[config.mk]
export PLATFORM = sky130hd
export DESIGN_NAME = zmenu_navigator_flat
export DESIGN_NICKNAME = d
export VERILOG_FILES = /design/src/rtl/zmenu_navigator_if.sv /design/src/rtl/zmenu_navigator.sv /design/src/flat_wrapper.sv
export SDC_FILE = /design/constraint.sdc
export NUM_CORES = 1
export LEC_CHECK = 0
export ABC_AREA = 0
export CAP_MARGIN = 5
export CORE_MARGIN = 5
export CORE_UTILIZATION = 40
export CTS_BUF_LIST = sky130_fd_sc_hd__clkbuf_4
export CTS_CLUSTER_SIZE = 25
export DETAILED_ROUTE_END_ITERATION = 12
export SLEW_MARGIN = 20
export SYNTH_ARGS = -nofsm -noshare
export SYNTH_HDL_FRONTEND = slang
export SYNTH_SLANG_ARGS = --single-unit
[constraint.sdc]
create_clock -name clk -period 3.3 [get_ports clk]
set_clock_uncertainty 0.1 [all_clocks]
set_input_delay 0.495 -clock clk [delete_from_list [all_inputs] [get_ports clk]]
set_output_delay 0.495 -clock clk [all_outputs]
set_load 0.02 [all_outputs]
[src/rtl/zmenu_navigator_if.sv]
// rtl/zmenu_navigator_if.sv - button/menu bus between board buttons and the menu navigator
interface zmenu_navigator_if #(
    parameter int IDX_W = 4,
    parameter int VAL_W = 3
);
    logic [3:0]       iButton;
    logic [IDX_W-1:0] oCursor_Index;
    logic             oEdit_Mode;
    logic [VAL_W-1:0] oValue;
    logic [IDX_W-1:0] oSel_Index;
    logic [VAL_W-1:0] oValue_Commit;
    logic             oCommit;
    logic             oAbort;

    modport slave (
        input  iButton,
        output oCursor_Index, oEdit_Mode, oValue, oSel_Index, oValue_Commit, oCommit, oAbort
    );

    modport master (
        output iButton,
        input  oCursor_Index, oEdit_Mode, oValue, oSel_Index, oValue_Commit, oCommit, oAbort
    );
endinterface

[src/rtl/zmenu_navigator.sv]
// rtl/zmenu_navigator.sv - debounced four-button menu cursor/edit FSM with hold auto-repeat
module zmenu_navigator #(
    parameter int NUM_ITEMS       = 11,
    parameter int IDX_W           = 4,
    parameter int VAL_W           = 3,
    parameter int MAX_VALUE       = 4,
    parameter int DEBOUNCE_CYCLES = 20000,
    parameter int REPEAT_DELAY    = 5000000,
    parameter int REPEAT_PERIOD   = 1250000
) (
    input  logic             clk,
    input  logic             rst_n,
    input  logic             en,
    zmenu_navigator_if.slave bus
);
    localparam int CNT_W = (DEBOUNCE_CYCLES > 1) ? $clog2(DEBOUNCE_CYCLES) : 1;
    localparam int RPT_W = $clog2(REPEAT_DELAY + 1);

    localparam logic [CNT_W-1:0] DB_LAST    = CNT_W'(DEBOUNCE_CYCLES - 1);
    localparam logic [RPT_W-1:0] RPT_FIRE   = RPT_W'(REPEAT_DELAY);
    // After a repeat the counter restarts so the next fire is REPEAT_PERIOD cycles later.
    localparam logic [RPT_W-1:0] RPT_RELOAD = RPT_W'(REPEAT_DELAY - REPEAT_PERIOD + 1);
    localparam logic [IDX_W-1:0] IDX_LAST   = IDX_W'(NUM_ITEMS - 1);
    localparam logic [VAL_W-1:0] VAL_MAX    = VAL_W'(MAX_VALUE);

    localparam logic [1:0] BROWSE = 2'b00;
    localparam logic [1:0] EDIT   = 2'b01;

    logic [3:0]            sync1_q, sync1_d, sync2_q, sync2_d;
    logic [3:0]            acc_q, acc_d, acc_prev_q, acc_prev_d;
    logic [3:0][CNT_W-1:0] db_cnt_q, db_cnt_d;
    logic [1:0][RPT_W-1:0] rpt_cnt_q, rpt_cnt_d;
    logic [3:0]            press;
    logic [1:0]            rpt;
    logic [3:0]            ev;

    logic [1:0]       state_q, state_d;
    logic [IDX_W-1:0] cursor_q, cursor_d, sel_q, sel_d;
    logic [VAL_W-1:0] value_q, value_d, vcommit_q, vcommit_d;
    logic             commit_q, commit_d, abort_q, abort_d;

    // Synchronise, then accept a new level only after it has been stable long enough.
    always_comb begin
        sync1_d    = bus.iButton;
        sync2_d    = sync1_q;
        acc_d      = acc_q;
        acc_prev_d = acc_q;
        db_cnt_d   = db_cnt_q;
        for (int i = 0; i < 4; i++) begin
            if (sync2_q[i] != acc_q[i]) begin
                if (db_cnt_q[i] == DB_LAST) begin
                    acc_d[i]    = ~acc_q[i];
                    db_cnt_d[i] = '0;
                end else begin
                    db_cnt_d[i] = db_cnt_q[i] + 1'b1;
                end
            end else begin
                db_cnt_d[i] = '0;
            end
        end
        if (!en) begin
            sync1_d    = '0;
            sync2_d    = '0;
            acc_d      = '0;
            acc_prev_d = '0;
            db_cnt_d   = '0;
        end
    end

    // Input path registers.
    always_ff @(posedge clk or negedge rst_n) begin
        if (!rst_n) begin
            sync1_q    <= '0;
            sync2_q    <= '0;
            acc_q      <= '0;
            acc_prev_q <= '0;
            db_cnt_q   <= '0;
        end else begin
            sync1_q    <= sync1_d;
            sync2_q    <= sync2_d;
            acc_q      <= acc_d;
            acc_prev_q <= acc_prev_d;
            db_cnt_q   <= db_cnt_d;
        end
    end

    assign press = acc_q & ~acc_prev_q;

    // Hold auto-repeat for Prev/Next: counter value equals cycles elapsed since the press.
    always_comb begin
        rpt       = '0;
        rpt_cnt_d = rpt_cnt_q;
        for (int i = 0; i < 2; i++) begin
            rpt[i] = acc_q[i] && (rpt_cnt_q[i] == RPT_FIRE);
            if (press[i]) begin
                rpt_cnt_d[i] = RPT_W'(1);
            end else if (!acc_q[i]) begin
                rpt_cnt_d[i] = '0;
            end else if (rpt[i]) begin
                rpt_cnt_d[i] = RPT_RELOAD;
            end else begin
                rpt_cnt_d[i] = rpt_cnt_q[i] + 1'b1;
            end
        end
        if (!en) begin
            rpt_cnt_d = '0;
        end
    end

    // Repeat counter registers.
    always_ff @(posedge clk or negedge rst_n) begin
        if (!rst_n) begin
            rpt_cnt_q <= '0;
        end else begin
            rpt_cnt_q <= rpt_cnt_d;
        end
    end

    assign ev = press | {2'b00, rpt};

    // Menu FSM: one event per cycle, Cancel > Okay > Prev > Next.
    always_comb begin
        state_d   = state_q;
        cursor_d  = cursor_q;
        sel_d     = sel_q;
        value_d   = value_q;
        vcommit_d = vcommit_q;
        commit_d  = 1'b0;
        abort_d   = 1'b0;
        case (state_q)
            BROWSE: begin
                if (ev[3]) begin
                    cursor_d = sel_q;
                end else if (ev[2]) begin
                    state_d = EDIT;
                    value_d = vcommit_q;
                end else if (ev[0]) begin
                    cursor_d = (cursor_q == '0) ? IDX_LAST : cursor_q - 1'b1;
                end else if (ev[1]) begin
                    cursor_d = (cursor_q == IDX_LAST) ? '0 : cursor_q + 1'b1;
                end
            end
            EDIT: begin
                if (ev[3]) begin
                    value_d = vcommit_q;
                    abort_d = 1'b1;
                    state_d = BROWSE;
                end else if (ev[2]) begin
                    sel_d     = cursor_q;
                    vcommit_d = value_q;
                    commit_d  = 1'b1;
                    state_d   = BROWSE;
                end else if (ev[0]) begin
                    if (value_q != '0) value_d = value_q - 1'b1;
                end else if (ev[1]) begin
                    if (value_q != VAL_MAX) value_d = value_q + 1'b1;
                end
            end
            default: begin
                state_d = BROWSE;
            end
        endcase
        if (!en) begin
            state_d   = BROWSE;
            cursor_d  = '0;
            sel_d     = '0;
            value_d   = '0;
            vcommit_d = '0;
            commit_d  = 1'b0;
            abort_d   = 1'b0;
        end
    end

    // Menu state registers.
    always_ff @(posedge clk or negedge rst_n) begin
        if (!rst_n) begin
            state_q   <= BROWSE;
            cursor_q  <= '0;
            sel_q     <= '0;
            value_q   <= '0;
            vcommit_q <= '0;
            commit_q  <= 1'b0;
            abort_q   <= 1'b0;
        end else begin
            state_q   <= state_d;
            cursor_q  <= cursor_d;
            sel_q     <= sel_d;
            value_q   <= value_d;
            vcommit_q <= vcommit_d;
            commit_q  <= commit_d;
            abort_q   <= abort_d;
        end
    end

    assign bus.oCursor_Index = cursor_q;
    assign bus.oEdit_Mode    = (state_q == EDIT);
    assign bus.oValue        = value_q;
    assign bus.oSel_Index    = sel_q;
    assign bus.oValue_Commit = vcommit_q;
    assign bus.oCommit       = commit_q;
    assign bus.oAbort        = abort_q;
endmodule

[src/flat_wrapper.sv]
// flat-port wrapper written by rule: the top's interface ports become plain ports
module zmenu_navigator_flat 
#(
    parameter int NUM_ITEMS       = 11,
    parameter int IDX_W           = 4,
    parameter int VAL_W           = 3,
    parameter int MAX_VALUE       = 4,
    parameter int DEBOUNCE_CYCLES = 20000,
    parameter int REPEAT_DELAY    = 5000000,
    parameter int REPEAT_PERIOD   = 1250000
)
  (clk, rst_n, en, bus_iButton, bus_oCursor_Index, bus_oEdit_Mode, bus_oValue, bus_oSel_Index, bus_oValue_Commit, bus_oCommit, bus_oAbort);
  zmenu_navigator_if #(.IDX_W(IDX_W), .VAL_W(VAL_W)) bus_i ();
  input  logic clk;
  input  logic rst_n;
  input  logic en;
  input wire logic [$bits(bus_i.iButton)-1:0] bus_iButton;
  output wire logic [$bits(bus_i.oCursor_Index)-1:0] bus_oCursor_Index;
  output wire logic [$bits(bus_i.oEdit_Mode)-1:0] bus_oEdit_Mode;
  output wire logic [$bits(bus_i.oValue)-1:0] bus_oValue;
  output wire logic [$bits(bus_i.oSel_Index)-1:0] bus_oSel_Index;
  output wire logic [$bits(bus_i.oValue_Commit)-1:0] bus_oValue_Commit;
  output wire logic [$bits(bus_i.oCommit)-1:0] bus_oCommit;
  output wire logic [$bits(bus_i.oAbort)-1:0] bus_oAbort;
  assign bus_i.iButton = bus_iButton;
  assign bus_oCursor_Index = bus_i.oCursor_Index;
  assign bus_oEdit_Mode = bus_i.oEdit_Mode;
  assign bus_oValue = bus_i.oValue;
  assign bus_oSel_Index = bus_i.oSel_Index;
  assign bus_oValue_Commit = bus_i.oValue_Commit;
  assign bus_oCommit = bus_i.oCommit;
  assign bus_oAbort = bus_i.oAbort;
  zmenu_navigator #(.NUM_ITEMS(NUM_ITEMS), .IDX_W(IDX_W), .VAL_W(VAL_W), .MAX_VALUE(MAX_VALUE), .DEBOUNCE_CYCLES(DEBOUNCE_CYCLES), .REPEAT_DELAY(REPEAT_DELAY), .REPEAT_PERIOD(REPEAT_PERIOD)) u_core (.clk(clk), .rst_n(rst_n), .en(en), .bus(bus_i));
endmodule
==> run summary, run 1 <==
Outcome -> finished, violations left
Failing checks -> hold timing
Detail Route met3 WL -> 476 um
Post-Syn Area -> 0.00678 mm2
Top routing layer in use -> met4
Initial antenna violation count -> 0
Syn_nets -> 709
Hold_ws -> -0.00586 ns
Post_cts resized -> 0
Number of flops mapped to enable cells by yosys -> 0
Post-synthesis cell count -> 689
Slowest CP cell -> dfrtp_1
Crit path DAT -> 2.84 ns
CTS tree -> done
Routability Congestion -> 0.782
Die height -> 140 um
Nets@finish -> 741
Avg Cell Area, Syn -> 9.84 um2
DRC violations left -> 0
CP Launch Point -> u_core.rpt_cnt_q[0]$_DFF_PN0_
Post-synth cell types -> 53
Core area -> 0.0166 mm2
Initial Util -> 40.9%
Largest net degree at the start of global routing -> 114
Row cnt -> 47
Max Buffers Root-to-Sink -> 2
Root Driver -> clkbuf_4
Clock Latency Late Sink -> 0.53 ns
Reg-to-reg endpoint -> u_core.bus.oValue[2]$_DFFE_PN0P_
Die area -> 0.0197 mm2
Vias -> 4812
Crit path max-delay family -> simple AND/OR/NAND/NOR gates
Reg2reg setup slack -> 0.79 ns
IO Pins -> 24
Yosys top cell by area -> dfrtp_1
DR iter-0 viols -> 222
Critical Path Source Type -> flip-flop
First-pass GRT wire length -> 23100 um
RSZ-0062 raised after global routing -> no
Layout area overhead -> 11.7%
Area of the multi-input gates -> 0.00315 mm2
Area contributors post-synth -> dfrtp_1 (51%), xor2_1 (8.8%), nor2_1 (7.4%)
Routed length on met2 -> 6520 um
Num CTS Buffers -> 17
Total global-route track usage -> 14.2%
Post-synth ARST share -> 100%
Power density over the cells -> 403 mW/mm2
Cell mode on critical path -> ha_1
P_leak -> 3.19 nW
CP max stage delay -> 0.45 ns
Final Max Tran Viols -> 0
CTS H-tree depth -> 4
Fill cells -> 1603
Critical R2R Launch -> u_core.rpt_cnt_q[0]$_DFF_PN0_
WP data required -> 3.62 ns
Fmax -> 398 MHz
TNS Setup -> 0 ns
Post-CTS setup buffers -> 0
Total Power -> 3.05 mW
Final Hold Viols -> 6
Cts hold-fix bufs -> 0
Reg2reg path depth -> 10
Vias in the first global route -> 4892
Ys flop type -> dfrtp_1
Bufs and invs on worst path -> 1
Ys Warns -> 0
Vias per cell -> 5.04
CP endpoint kind -> flip-flop
Worst VDD drop -> 0.223 mV
# diodes -> 0
Final period util -> 76.1%
GRT Residual Overflow -> 0
Relative slew slack -> 39.6%
Met1 Wirelength -> 6180 um
Share of layout cells above drive strength 1 -> 6.81%
Worst Hold Class -> input pin to async pin
Final setup vio count -> 0
Reg clk slew, reported paths -> 0.12 ns
Min Tclk post-route -> 2.51 ns
Synth Register Bits -> 139
DP HPWL -> 9190 um
Pre-Repair DR Iteration Count -> 5
Port bufs -> 23
Worst Tran Pin Value -> 0.906 ns
Die width -> 140 um
Crit path kind -> flip-flop to flip-flop
CP max FO -> 5
Max-cap violations -> 0
Number of stages on the worst setup path -> 10
FF+latch area -> 0.00348 mm2
Clock sink total -> 139
Area share of the largest cell type after synthesis -> 51.3%
Antenna-violating nets left -> 0
Drt total wl -> 13300 um
Crit path cell chain -> inv_1 -> ha_1 -> nor3b_1 -> nand4_1 -> o21ai_2 -> xor2_1 -> ha_1 -> or3b_2 -> a31oi_1 -> o32ai_1
Critical path capture point -> u_core.bus.oValue[2]$_DFFE_PN0P_
Seq/Total Area, Yosys -> 51.3%
Mean routed wirelength per cell -> 13.9 um
## per-layer routing
layer	track usage, %	up-vias
met3	4.02	6
met2	23.4	54
met4	3.31	0
li1	-	2390
met1	18.8	2362
met5	0	-
## flip-flops by register name, indices dropped and copies added (netlist names)
register	count
u_core.acc_prev_q	4
u_core.acc_q	4
u_core.bus.oAbort	1
u_core.bus.oCommit	1
u_core.bus.oCursor_Index	4
u_core.bus.oSel_Index	4
u_core.bus.oValue	3
u_core.bus.oValue_Commit	3
u_core.db_cnt_q	60
u_core.rpt_cnt_q	46
u_core.state_q	1
u_core.sync1_q	4
u_core.sync2_q	4
## synth_stat cells (6+ instances only)
library cell  number
nand3_1           48
clkbuf_1          13
inv_1             20
dfrtp_1          139
nor3_1            13
xor2_1            68
and3_1            19
nand2_1           54
a21oi_1           24
nand4_1           22
nor2_1           134
xnor2_1           33
and2_1            15
o21ai_0            6
mux2i_1           12
ha_1              13
## where the power goes
part / internal [mW] / leakage (nW) / switching [mW]
combinational: 0.0420 / 1.09 / 0.0785
sequential: 1.71 / 1.93 / 0.0129
clock: 0.600 / 0.167 / 0.606
## kinds of logic (layout without fill, tap and decap cells)
| family | Yosys count | in the layout | share of synthesized area, % |
|---|---|---|---|
| compound gates | 48 | 48 | 4.48 |
| xor+xnor | 101 | 101 | 13.0 |
| fa+ha+maj | 13 | 13 | 2.40 |
| buf+inv | 37 | 82 | 2.20 |
| flops | 139 | 139 | 51.3 |
| mux | 14 | 14 | 2.32 |
| simple gates | 337 | 337 | 24.3 |
## layout make-up
type / count / share of cell area (%)
Inverter: 21 / 1.04
Tap cell: 220 / 3.63
Clock buffer: 18 / 1.78
Multi-Input combinational cell: 513 / 41.6
Sequential cell: 139 / 45.9
Clock inverter: 14 / 2.31
Timing Repair Buffer: 29 / 3.68
## worst min-delay path by stage
stage | startpoint | to | slack, ns | cells after the start
6_report | rst_n | u_core.db_cnt_q[45]$_DFF_PN0_ | -0.006 | 1
5_1_grt | rst_n | u_core.db_cnt_q[45]$_DFF_PN0_ | 0.02 | 1
4_1_cts | rst_n | u_core.db_cnt_q[45]$_DFF_PN0_ | 0.01 | 1
3_5_place_dp | u_core.sync1_q[3]$_DFF_PN0_ | u_core.sync2_q[3]$_DFF_PN0_ | 0.35 | 1
3_3_place_gp | u_core.sync1_q[2]$_DFF_PN0_ | u_core.sync2_q[2]$_DFF_PN0_ | 0.34 | 1
2_1_floorplan | rst_n | u_core.acc_prev_q[0]$_DFF_PN0_ | 0.1 | 0
## placed cells by master, fill, tap and decap left out, types with 13 or more instances in the layout
cell type,netlist,final
nand3_1,48,48
nor3_1,13,13
clkbuf_4,0,18
xor2_1,68,68
dfrtp_1,139,139
a21oi_1,24,24
nand4_1,22,22
nand2_1,54,54
nor2_1,134,134
and3_1,19,19
xnor2_1,33,33
and2_1,15,15
clkdlybuf4s50_1,0,22
ha_1,13,13
inv_1,20,20
## per-stage QoR
step / setup WS (ns) / instances / util [%] / instance area [um2]
after global routing: 0.595 / 954 / 45.7 / 7580
after detailed placement: 0.661 / 922 / 43.8 / 7260
after CTS: 0.754 / 954 / 45.7 / 7570
final: 0.789 / 954 / 45.7 / 7580
after global placement: 0.731 / 922 / 43.8 / 7260
after floorplan: 0.837 / 689 / - / 6780
(Power assumes the default switching activity.)
==> run 2, diff against run 1 <==
Clock period 3.3 ns to 2.56 ns, I/O delays scaled along.
==> run 2 against run 1 <==
- the flow now finishes without violations
- largest cell class unchanged
- die area is the same
- sequential share of layout area shrank 0.68 points
- total power grew 29%
- clock-buffer cell count is the same
- largest power group unchanged
- cell area grew 1.5%
- non-clock buffer count grew 9
- via count grew 1.4%
- flip-flop and latch count is the same
- critical path depth shrank 1
==> run summary, run 2 (synthesis results as in run 1) <==
Fill cells -> 1547
Max reg flops -> 60
Mean routed wirelength per cell -> 13.6 um
Final setup vio count -> 0
Slowest CP cell -> mux4_1
Share of layout cells above drive strength 1 -> 9.03%
P_leak -> 3.24 nW
Clock sink total -> 139
Reg with most FFs -> u_core.db_cnt_q
Row cnt -> 47
Worst VDD drop -> 0.438 mV
DP HPWL -> 9150 um
Reg clk slew, reported paths -> 0.12 ns
Vias -> 4878
Crit path cell chain -> inv_1 -> ha_2 -> nor3b_2 -> nand4_1 -> o21ai_2 -> buf_4 -> mux4_1 -> o21a_1 -> o2bb2ai_1
Routed length on met2 -> 6490 um
Crit path DAT -> 2.79 ns
Worst Hold Class -> input pin to async pin
Power density over the cells -> 514 mW/mm2
CTS tree -> done
Outcome -> completed
CP max FO -> 10
Detail Route met3 WL -> 449 um
IO Pins -> 24
Num CTS Buffers -> 17
Critical Path Source Type -> flip-flop
Pre-Repair DR Iteration Count -> 5
CTS H-tree depth -> 4
Die area -> 0.0197 mm2
Worst Tran Pin Value -> 0.594 ns
Largest net degree at the start of global routing -> 63
Max-cap violations -> 0
DRC violations left -> 0
Crit path kind -> flip-flop to flip-flop
Final period util -> 95.2%
Initial Util -> 40.9%
Top routing layer in use -> met4
Most frequent cells in the layout -> dfrtp_1 (139), nor2_1 (134), xor2_1 (68), nand2_1 (54), nand3_1 (48)
Most common library cell in the layout ignoring fill and taps -> dfrtp_1
Vias per cell -> 5.07
CP max stage delay -> 0.56 ns
Setup WS post-layout -> 0.123 ns
Initial antenna violation count -> 0
Final Hold Viols -> 0
Total global-route track usage -> 14.3%
Antenna-violating nets left -> 0
Drt total wl -> 13100 um
Min Tclk post-route -> 2.44 ns
Die width -> 140 um
Vias in the first global route -> 4959
Port bufs -> 23
Fmax -> 410 MHz
Total Power -> 3.95 mW
Clock Latency Late Sink -> 0.54 ns
DR iter-0 viols -> 211
Max Buffers Root-to-Sink -> 2
Layout area overhead -> 13.4%
Top Registers -> u_core.db_cnt_q: 60 flops, u_core.rpt_cnt_q: 46 flops
Relative slew slack -> 60.4%
Setup Slack @ Placement -> 0.0459 ns
Nets@finish -> 750
Routability Congestion -> 0.821
Die height -> 140 um
Core area -> 0.0166 mm2
First-pass GRT wire length -> 23300 um
GRT Residual Overflow -> 0
CP endpoint kind -> flip-flop
# diodes -> 0
Root Driver -> clkbuf_4
WP data required -> 2.91 ns
Met1 Wirelength -> 6050 um
Final Max Tran Viols -> 0
run 2: changes by cell type in the layout (fill, tap and decap cells not counted), sizes merged:
cell         change
buf              +9
dlygate4sd3      +1
inv              -2
clkinv           -1
clkbuf           -1
clkinvlp         +2
run 2: stage by stage:
stage	utilization (%)	std cells	hold slack, ns	TNS, ns	cell area (um2)
6_report	46.4	962	0.292	0	7690
5_1_grt	46.4	962	0.264	-0.0192	7690
4_1_cts	46.1	961	0.284	0	7650
3_5_place_dp	44.2	929	0.314	0	7330
3_3_place_gp	44.2	929	0.318	0	7330
2_1_floorplan	-	689	-0.0116	0	6780
run 2: what timing repair did:
item                                    in CTS  in global routing
endpoints found under the setup margin       0                  4
endpoints found under the hold margin       59                  0
resized for setup                            0                  7
buffers inserted                             0                  1
hold buffers                                 1                  0
run 2: report_power, final:
part           switching (mW)  internal, mW
clock network           0.792         0.772
logic                   0.104        0.0590
registers              0.0166          2.21
run 2: final cells by class:
type	instances	area, um2	area share [%]
inverters	21	78.8	1.03
clock buffers	18	135	1.76
multi-input cells	513	3190	41.4
well taps	220	275	3.58
repair buffers	38	359	4.67
flip-flops and latches	139	3480	45.2
clock inverters	13	176	2.29
run 2: path summary, 6_finish.rpt:
check,from,end,slack (ns),cells past startpoint
setup / recovery,u_core.rpt_cnt_q[0]$_DFF_PN0_,u_core.bus.oCursor_Index[2]$_DFFE_PN0P_,0.12,9
hold / removal,rst_n,u_core.db_cnt_q[29]$_DFF_PN0_,0.29,2
setup reg to reg,u_core.rpt_cnt_q[0]$_DFF_PN0_,u_core.bus.oCursor_Index[2]$_DFFE_PN0P_,0.12,9
hold reg to reg,u_core.sync1_q[0]$_DFF_PN0_,u_core.sync2_q[0]$_DFF_PN0_,0.36,1
max in group asynchronous,rst_n,u_core.rpt_cnt_q[38]$_DFF_PN0_,1.34,3
min in group clk,bus_iButton[0],u_core.sync1_q[0]$_DFF_PN0_,0.32,2
run 2: worst max-delay path, delay by kind of cell, from the launching register on:
| kind | cells | cell delay [ns] |
|---|---|---|
| AO/OA/AOI/OAI | 3 | 0.48 |
| adder cells (fa/ha/maj) | 1 | 0.16 |
| buffers and inverters | 2 | 0.29 |
| flip-flops | 1 | 0.44 |
| multiplexers | 1 | 0.56 |
| AND/OR/NAND/NOR | 2 | 0.33 |
run 2: routing by layer:
layer  GRT usage, %  up-vias
li1               -     2409
met1           18.4     2402
met2           23.9       54
met3           3.72       13
met4           4.08        0
met5              0        -
